`src/rtl/uart_pkg.sv`:
```
// uart_pkg: shared constants and types for the UART echo path.
// Holds the default word width, default EOL word and transmit FSM states.
package uart_pkg;

  localparam int UART_DATA_LENGTH = 8;
  localparam logic [7:0] UART_EOL = 8'h0D;

  typedef enum logic [1:0] {
    IDLE,
    SEND,
    ARM,
    WAIT
  } tx_state_t;

endpackage

```
`src/rtl/sync_fifo.sv`:
```
// sync_fifo: single-clock FIFO, registered q, wrap-bit pointers.
// Ports: clk_i/rst_i, clr, we/d write, re/q read, level/full/empty status.
module sync_fifo #(
  parameter int DATA_WIDTH = 8,
  parameter int DEPTH      = 16,
  localparam int AW        = $clog2(DEPTH)
) (
  input  logic                  clk_i,
  input  logic                  rst_i,
  input  logic                  clr,
  input  logic                  we,
  input  logic [DATA_WIDTH-1:0] d,
  input  logic                  re,
  output logic [DATA_WIDTH-1:0] q,
  output logic [AW:0]           level,
  output logic                  full,
  output logic                  empty
);

  logic [DATA_WIDTH-1:0] mem [DEPTH];
  logic [AW:0] wr_ptr;
  logic [AW:0] rd_ptr;
  logic        wr_ok;
  logic        rd_ok;

  // Status comes straight from the pointer flops.
  assign level = wr_ptr - rd_ptr;
  assign empty = (wr_ptr == rd_ptr);
  assign full  = (wr_ptr[AW] != rd_ptr[AW]) &&
                 (wr_ptr[AW-1:0] == rd_ptr[AW-1:0]);

  assign wr_ok = we && !full && !clr;
  assign rd_ok = re && !empty && !clr;

  always_ff @(posedge clk_i) begin
    if (wr_ok)
      mem[wr_ptr[AW-1:0]] <= d;
  end

  // q is not cleared by clr so a word already popped stays visible.
  always_ff @(posedge clk_i or posedge rst_i) begin
    if (rst_i) begin
      wr_ptr <= '0;
      rd_ptr <= '0;
      q      <= '0;
    end else if (clr) begin
      wr_ptr <= '0;
      rd_ptr <= '0;
    end else begin
      if (wr_ok)
        wr_ptr <= wr_ptr + 1'b1;
      if (rd_ok) begin
        rd_ptr <= rd_ptr + 1'b1;
        q      <= mem[rd_ptr[AW-1:0]];
      end
    end
  end

endmodule

```
`src/rtl/uart_echo_bridge.sv`:
```
// uart_echo_bridge: rx-to-tx FIFO bridge, pass/line release, heartbeat.
// Ports: rx_d_i/rx_v_i in, tx_d_o/tx_v_o out, tx_busy_i, status, hb_o.
module uart_echo_bridge
  import uart_pkg::*;
#(
  parameter int DATA_WIDTH = UART_DATA_LENGTH,
  parameter int DEPTH      = 16,
  parameter logic [DATA_WIDTH-1:0] EOL = DATA_WIDTH'(UART_EOL),
  parameter int HB_DIV     = 6000000,
  localparam int AW        = $clog2(DEPTH),
  localparam int HBW       = (HB_DIV > 1) ? $clog2(HB_DIV) : 1
) (
  input  logic                  clk_i,
  input  logic                  rst_i,
  input  logic [DATA_WIDTH-1:0] rx_d_i,
  input  logic                  rx_v_i,
  input  logic                  tx_busy_i,
  input  logic                  line_mode_i,
  input  logic                  flush_i,
  output logic [DATA_WIDTH-1:0] tx_d_o,
  output logic                  tx_v_o,
  output logic [AW:0]           level_o,
  output logic                  empty_o,
  output logic                  full_o,
  output logic                  overflow_o,
  output logic [7:0]            drop_cnt_o,
  output logic                  hb_o
);

  tx_state_t       state;
  logic            fifo_we;
  logic            fifo_re;
  logic            fifo_full;
  logic            fifo_empty;
  logic [AW:0]     eol_cnt;
  logic            drain;
  logic            drop;
  logic            st_eol;
  logic            pop_eol;
  logic            releasable;
  logic [HBW-1:0]  hb_cnt;

  sync_fifo #(
    .DATA_WIDTH(DATA_WIDTH),
    .DEPTH     (DEPTH)
  ) u_fifo (
    .clk_i(clk_i),
    .rst_i(rst_i),
    .clr  (flush_i),
    .we   (fifo_we),
    .d    (rx_d_i),
    .re   (fifo_re),
    .q    (tx_d_o),
    .level(level_o),
    .full (fifo_full),
    .empty(fifo_empty)
  );

  assign full_o  = fifo_full;
  assign empty_o = fifo_empty;

  assign fifo_we = rx_v_i && !flush_i;
  assign drop    = rx_v_i && !flush_i && fifo_full;
  assign st_eol  = fifo_we && !fifo_full && (rx_d_i == EOL);
  // The popped word shows on q in SEND, so the decrement lands there.
  assign pop_eol = (state == SEND) && (tx_d_o == EOL) && (eol_cnt != '0);

  // A line that fills the buffer is drained completely, otherwise
  // it could never be released.
  assign releasable = !fifo_empty &&
                      (!line_mode_i || (eol_cnt != '0) ||
                       fifo_full || drain);

  assign fifo_re = (state == IDLE) && releasable &&
                   !tx_busy_i && !flush_i;

  always_ff @(posedge clk_i or posedge rst_i) begin
    if (rst_i) begin
      eol_cnt <= '0;
    end else if (flush_i) begin
      eol_cnt <= '0;
    end else if (st_eol && !pop_eol) begin
      eol_cnt <= eol_cnt + 1'b1;
    end else if (pop_eol && !st_eol) begin
      eol_cnt <= eol_cnt - 1'b1;
    end
  end

  always_ff @(posedge clk_i or posedge rst_i) begin
    if (rst_i) begin
      drain <= 1'b0;
    end else if (flush_i) begin
      drain <= 1'b0;
    end else if (fifo_full) begin
      drain <= 1'b1;
    end else if (fifo_empty) begin
      drain <= 1'b0;
    end
  end

  always_ff @(posedge clk_i or posedge rst_i) begin
    if (rst_i) begin
      overflow_o <= 1'b0;
      drop_cnt_o <= '0;
    end else if (flush_i) begin
      overflow_o <= 1'b0;
      drop_cnt_o <= '0;
    end else if (drop) begin
      overflow_o <= 1'b1;
      if (drop_cnt_o != 8'hFF)
        drop_cnt_o <= drop_cnt_o + 1'b1;
    end
  end

  always_ff @(posedge clk_i or posedge rst_i) begin
    if (rst_i) begin
      state  <= IDLE;
      tx_v_o <= 1'b0;
    end else begin
      tx_v_o <= 1'b0;
      unique case (state)
        IDLE: begin
          if (fifo_re) begin
            state  <= SEND;
            tx_v_o <= 1'b1;
          end
        end
        SEND: state <= ARM;
        ARM:  state <= WAIT;
        WAIT: begin
          if (!tx_busy_i)
            state <= IDLE;
        end
        default: state <= IDLE;
      endcase
    end
  end

  always_ff @(posedge clk_i or posedge rst_i) begin
    if (rst_i) begin
      hb_cnt <= '0;
      hb_o   <= 1'b0;
    end else if (hb_cnt == HBW'(HB_DIV - 1)) begin
      hb_cnt <= '0;
      hb_o   <= ~hb_o;
    end else begin
      hb_cnt <= hb_cnt + 1'b1;
    end
  end

endmodule

```
`config.mk`:
```
export PLATFORM = sky130hd
export DESIGN_NAME = uart_echo_bridge
export DESIGN_NICKNAME = d
export VERILOG_FILES = /design/src/rtl/uart_pkg.sv /design/src/rtl/sync_fifo.sv /design/src/rtl/uart_echo_bridge.sv
export SDC_FILE = /design/constraint.sdc
export NUM_CORES = 1
export LEC_CHECK = 0
export CAP_MARGIN = 20
export CORE_UTILIZATION = 52
export DETAILED_ROUTE_END_ITERATION = 7
export GPL_ROUTABILITY_DRIVEN = 0
export PLACE_DENSITY = 0.7
export SLEW_MARGIN = 20
export SYNTH_ARGS = -nofsm -noshare
export SYNTH_HDL_FRONTEND = slang
export SYNTH_HIERARCHICAL = 1
export SYNTH_SLANG_ARGS = --single-unit
```
`constraint.sdc`:
```
create_clock -name clk_i -period 3.9 [get_ports clk_i]
set_input_delay 0.78 -clock clk_i [delete_from_list [all_inputs] [get_ports clk_i]]
set_output_delay 0.78 -clock clk_i [all_outputs]
set_load 0.005 [all_outputs]
```
==> reports/metrics.yaml, run 1 <==
outcome:
  outcome: "completed"
layout:
  fillers: 1144
  final_cells: 885
  fin_area_um2: 9659
  num-nets-final: 697
  drive_above_1_share_pct: 14.99
  seq_area_um2: 5346
  diodes: 0
  syn2layout_area_growth_pct: 17.20
  fin_util_pct: 63.07
  multi_input_area_um2: 2724
timing:
  finalSetupTns_ns: 0
  setup_viol: 0
  clock_skew_ns: 0.01021
  holdWs_ns: 0.4748
  report.final.hold_viol_count: 0
  maxSlewViolCount: 0
  fmaxAchievable_mhz: 283.8
  period_share_pct: 90.34
  rsz0062_at_grt: "false"
  max-slew-margin-rel_pct: 43.09
  final.min_clock_period_ns: 3.523
  tightest_slew_ns: 0.8472
grt:
  grt_overflow: 0
  grt_pass1_wl_um: 27570
  grt_pass1_vias: 5108
  grt_antenna_before_repair: 0
  grt_max_degree: 38
  grt_usage_pct: 22.71
logic_synthesis:
  avgSynthCellArea_um2: 14.14
  syn_area_um2: 8242
  ys_types: 56
  synth_most_common_cell: "edfxtp_1"
  ys_seq_area_share_pct: 64.86
  synthTopCellsByCount: "edfxtp_1 (128), dfrtp_1 (60), nor2_1 (60), mux2i_1 (37), nand2_1 (31)"
  synth_flop_cell: "edfxtp_1"
  synth_fp_nets: 619
  synth_edf_count: 128
  syn_inst: 583
  synth_area_leaders: "edfxtp_1 (47%), dfrtp_1 (18%), mux2i_1 (4.5%), mux4_2 (4.4%), ha_1 (3.0%)"
  async_reset_ff_share_pct: 31.91
  synth_area_leader_cell: "edfxtp_1"
  netlist.area_leader.share_pct: 46.64
  ys_seq_elements: 188
  ys_warn_count: 6
detailed_routing:
  drtIter0Drc: 419
  dr.pass1.iters: 5
  avgRoutedWirePerCell_um: 19.11
  viasPerCell: 5.730
  vias: 5071
  route.detailed.drc: 0
  antenna_left: 0
  routed_wl_um: 16910
placed_design:
  place_inst: 853
  placed_area_um2: 9081
  port_buffers: 39
  place_hpwl_um: 11570
power_and_ir_drop:
  power_density_nw_per_um2: 423.7
  p_sw_share_pct: 23.71
  internal-power_mw: 3.122
  clkPwrFrac_pct: 40.8
  pwr-share-comb_pct: 5.7
  p_leak_nw: 3.434
  power_frac_seq_pct: 53.5
  irDropWorstVdd_v: 0.0003741
  power.switching_mw: 0.9706
critical_path:
  r2r-end: "eol_cnt[4]$_DFFE_PP0P_"
  crit_path_end: "level_o[4]"
  startpoint_type: "register"
  cp-end-kind: "output port"
  crit-reg2reg-launch: "u_fifo/wr_ptr[2]$_DFFE_PP0P_"
  path_class: "reg2out"
  worst_ep_arrival_time_ns: 2.74
  worst-path-max-fanout: 4
  worstRegToRegCells: 13
  startpoint: "u_fifo/wr_ptr[0]$_DFFE_PP0P_"
  rrSetupSlack_ns: 0.77
  worstPathRequired_ns: 3.12
worst_hold_path:
  min_path_cells: 1
  hold_path_class: "reg2reg"
cts:
  tritoncts: "done"
  cts_hold_buf: 0
  clk_latency_ns: 0.43
  cts.root.buffer_cell: "clkbuf_16"
  clkTransAtPathRegs_ns: 0.07
  cts_setup_buffers: 0
  ctsHtreeMaxLevel: 4
  clock_sinks: 188
  cts.repair.resized: 0
  clk_path_buf_depth: 2
  numCtsBuffers: 17
floorplan:
  die-width_um: 127.9
  dieArea_um2: 16360
  rows: 45
  coreArea_um2: 15310
  initial_core_util_pct: 53.82
  num_io_pins: 40
  fp.dieH_um: 127.9
job:
  cap_viol_max_count: 0
## metrics by stage
step	setup WS [ns]	total power [mW]
after floorplan	0.4560	2.348
after global placement	0.4643	2.458
after detailed placement	0.2666	2.469
after CTS	0.3625	4.122
after global routing	0.2821	4.224
final	0.3767	4.093
## metal layers
layer / up-vias / share of wire, % / routed length (um) / global-route usage [%]
li1: 2340 / - / - / -
met1: 2551 / 43 / 7356 / 29.75
met2: 148 / 49 / 8334 / 37.24
met3: 32 / 4.3 / 723 / 4.174
met4: 0 / 3.0 / 500 / 9.965
met5: - / 0 / 0 / 0
## cell type report
class / instances / area share [%]
clock inverters: 15 / 1.580
multi-input cells: 358 / 28.20
well taps: 211 / 2.733
inverters: 19 / 0.7383
repair buffers: 77 / 6.995
clock buffers: 17 / 4.404
flip-flops and latches: 188 / 55.35
## power groups by stage
stage               Clock [mW]  Combinational [mW]  Sequential, mW
detailed placement           0               0.236            2.23
floorplan                    0               0.120            2.23
CTS                       1.69               0.237            2.19
global placement             0               0.227            2.23
finish                    1.67               0.233            2.19
global route              1.77               0.260            2.19
## state kept, by name (all words and copies together) (netlist names)
register,flops
eol_cnt,5
hb_cnt,23
u_fifo/q,8
u_fifo/wr_ptr,5
hb_o,1
drain,1
overflow_o,1
drop_cnt_o,8
u_fifo/rd_ptr,5
tx_v_o,1
state,2
u_fifo/mem,128
## layout by cell type, fill, tap and decap left out, types with 3 or more instances in the layout
cell,Yosys,layout
mux2i_1,37,37
nor2_1,60,60
xor2_1,15,15
or3_1,3,3
xnor2_1,22,22
o21ai_0,8,8
nor3_1,11,11
nand3_1,18,18
inv_8,0,3
nand2b_1,3,3
edfxtp_1,128,128
nor2b_1,3,3
ha_1,20,20
inv_1,19,19
nand4_1,7,7
dfrtp_1,60,59
nor4_1,3,3
a211oi_1,12,12
and3_1,7,7
clkinvlp_4,0,4
inv_6,0,4
nor4b_1,3,3
a31oi_1,13,13
nand3b_1,6,6
o22ai_1,15,15
clkbuf_16,0,17
nand2_1,31,31
clkinv_8,0,3
mux4_2,16,16
a21oi_1,15,15
clkdlybuf4s50_1,0,39
buf_4,2,38
## worst min-delay path by stage
stage                         startpoint                   end  slack, ns
floorplan           hb_cnt[17]$_DFF_PP0_  hb_cnt[17]$_DFF_PP0_       0.45
global placement        hb_o$_DFFE_PP0N_      hb_o$_DFFE_PP0N_       0.46
detailed placement      hb_o$_DFFE_PP0N_      hb_o$_DFFE_PP0N_       0.47
CTS                     hb_o$_DFFE_PP0N_      hb_o$_DFFE_PP0N_       0.48
global route            hb_o$_DFFE_PP0N_      hb_o$_DFFE_PP0N_       0.50
finish                  hb_o$_DFFE_PP0N_      hb_o$_DFFE_PP0N_       0.47
## kinds of logic after synthesis
| kind of cell | Yosys count | share of synthesized area (%) |
|---|---|---|
| AO/OA/AOI/OAI | 73 | 5.739 |
| XOR/XNOR | 38 | 4.129 |
| adder cells (fa/ha/maj) | 22 | 3.522 |
| buffers and inverters | 37 | 2.095 |
| flip-flops | 188 | 64.86 |
| multiplexers | 55 | 9.139 |
| AND/OR/NAND/NOR | 170 | 10.52 |
## worst max-delay path, cell delays in order, from the launching register on
cell and delay [ns]:
dfrtp_1 0.42, inv_1 0.18, ha_1 0.17, inv_1 0.06, fa_1 0.41, a21o_2 0.21, a21oi_1 0.17, xnor2_1 0.16
clkdlybuf4s50_1 0.53
Power figures use the tool's default switching activity.
==> run 2, diff against run 1 <==
--- a/config.mk
+++ b/config.mk
@@ -9,7 +9,7 @@
 export CORE_UTILIZATION = 52
 export DETAILED_ROUTE_END_ITERATION = 7
 export GPL_ROUTABILITY_DRIVEN = 0
-export PLACE_DENSITY = 0.7
+export PLACE_DENSITY = 0.73
 export SLEW_MARGIN = 20
 export SYNTH_ARGS = -nofsm -noshare
 export SYNTH_HDL_FRONTEND = slang
==> constraint.sdc (replaced) <==
create_clock -name clk_i -period 2.9 [get_ports clk_i]
set_input_delay 0.58 -clock clk_i [delete_from_list [all_inputs] [get_ports clk_i]]
set_output_delay 0.58 -clock clk_i [all_outputs]
set_load 0.005 [all_outputs]
==> reports/metrics.yaml, run 2 (synthesized netlist as in run 1, its figures left out) <==
floorplan:
  rows: 45  # unchanged
  initial_core_util_pct: 53.82  # unchanged
  num_io_pins: 40  # unchanged
  dieArea_um2: 16360  # unchanged
  coreArea_um2: 15310  # unchanged
  fp.dieH_um: 127.9  # unchanged
  die-width_um: 127.9  # unchanged
cts:
  cts.root.buffer_cell: "clkbuf_16"
  clock_sinks: 188  # unchanged
  cts_hold_buf: 0  # unchanged
  numCtsBuffers: 17  # unchanged
  clk_path_buf_depth: 2  # unchanged
  ctsHtreeMaxLevel: 4  # unchanged
  tritoncts: "done"
  clk_latency_ns: 0.44  # about the same
  clkTransAtPathRegs_ns: 0.07  # about the same
timing:
  holdWs_ns: 0.4877  # +0.01288 ns
  period_share_pct: 98.16
  report.final.hold_viol_count: 0  # unchanged
  final.min_clock_period_ns: 2.847
  clock_skew_ns: 0.008989  # -0.001220 ns
  finalSetupTns_ns: 0  # unchanged
  maxSlewViolCount: 0  # unchanged
  setup_viol: 0  # unchanged
  tightest_slew_ns: 0.7206  # -0.1266 ns
  rsz0062_at_grt: "true"
  max-slew-margin-rel_pct: 51.90  # +8.8 points
  fmaxAchievable_mhz: 351.3
placed_design:
  place_inst: 874  # +2.5%
  place_hpwl_um: 12080  # +4.4%
  port_buffers: 39  # unchanged
layout:
  final_cells: 914  # +3.3%
  num-nets-final: 726  # +4.2%
  fillers: 1109  # -3.1%
  largest_reg_flops: 128  # unchanged
  seq_area_um2: 5346  # unchanged
  layout_commonest_cell: "edfxtp_1"
  syn2layout_area_growth_pct: 21.37
  multi_input_area_um2: 2819  # +3.5%
  final_cell_mix: "edfxtp_1 (128), buf_4 (66), dfrtp_1 (59), nor2_1 (58)"
  diodes: 0  # unchanged
  drive_above_1_share_pct: 20.77  # +5.8 points
grt:
  grt_antenna_before_repair: 0  # unchanged
  grt_pass1_wl_um: 28060  # +1.8%
  grt_max_degree: 43  # +13%
  grt_overflow: 0  # unchanged
  grt_usage_pct: 23.14  # +0.43 points
  grt_pass1_vias: 5315  # +4.1%
outcome:
  outcome: "completed"
detailed_routing:
  dr.pass1.iters: 5  # unchanged
  vias: 5165  # +1.9%
  viasPerCell: 5.651  # -1.4%
  avgRoutedWirePerCell_um: 19.13  # about the same
  drtIter0Drc: 467  # +11%
  routed_wl_um: 17480  # +3.4%
  antenna_left: 0  # unchanged
  route.detailed.drc: 0  # unchanged
job:
  cap_viol_max_count: 0  # unchanged
power_and_ir_drop:
  p_leak_nw: 3.626  # +5.6%
  irDropWorstVdd_v: 0.0006000  # +60%
  power_density_nw_per_um2: 563.1  # +33%
critical_path:
  startpoint_type: "register"
  path_class: "reg2out"
  worst_ep_arrival_time_ns: 2.27  # -0.47 ns
  cp-end-kind: "output port"
  worstPathRequired_ns: 2.32  # -0.80 ns
  worst-path-max-fanout: 4  # unchanged
worst_hold_path:
  hold_path_class: "reg2reg"
==> run 2: metal layers <==
layer / GRT usage (%) / vias to the layer above / wire (um)
met4: 8.789 / 0 / 421
met5: 0 / - / 0
met1: 29.58 / 2570 / 7151
met2: 38.97 / 163 / 9040
met3: 4.883 / 29 / 868
li1: - / 2403 / -
==> run 2: worst max-delay path, stage by stage, from the launching register on <==
cell,delay [ns]
dfrtp_1,0.41
clkinv_4,0.09
ha_4,0.28
nand4_1,0.13
buf_4,0.17
nor2_4,0.13
buf_6,0.12
clkdlybuf4s50_1,0.49
==> run 2: final timing paths <==
kind	slack (ns)	depth (start not counted)	end	startpoint
worst max-delay path	0.05	7	full_o	u_fifo/rd_ptr[1]$_DFFE_PP0P_
worst min-delay path	0.49	1	hb_o$_DFFE_PP0N_	hb_o$_DFFE_PP0N_
worst max register to register	0.07	16	eol_cnt[4]$_DFFE_PP0P_	u_fifo/rd_ptr[1]$_DFFE_PP0P_
worst min register to register	0.49	1	hb_o$_DFFE_PP0N_	hb_o$_DFFE_PP0N_
max in group asynchronous	1.82	2	u_fifo/rd_ptr[0]$_DFFE_PP0P_	rst_i
min in group asynchronous	0.58	2	u_fifo/rd_ptr[0]$_DFFE_PP0P_	rst_i
==> run 2: area by class of cell <==
type,count,area share (%)
Clock inverter,15,1.739
Timing Repair Buffer,106,8.981
Sequential cell,188,53.45
Inverter,19,0.7630
Multi-Input combinational cell,358,28.18
Clock buffer,17,4.253
Tap cell,211,2.639
==> run 2: power by group <==
group | total (mW) | internal, mW | switching (mW)
combinational | 0.356 | 0.163 | 0.193
clock | 2.33 | 1.24 | 1.09
sequential | 2.95 | 2.91 | 0.0368
==> run 2: through the flow <==
stage / instance area (um^2) / power [mW] / util, % / setup WS, ns
floorplan: 8314 / 3.159 / - / 0.003743
global placement: 9286 / 3.318 / 60.64 / -0.5328
detailed placement: 9286 / 3.346 / 60.64 / -0.6559
CTS: 9907 / 5.661 / 64.69 / 0.005283
global route: 10000 / 5.800 / 65.32 / -0.07453
finish: 10000 / 5.632 / 65.32 / 0.05344
==> run 2: what timing repair did <==
action,4_1_cts,5_1_grt
endpoints found under the setup margin,5,5
resized for setup,3,11
pin swaps,1,6
buffers inserted,1,7
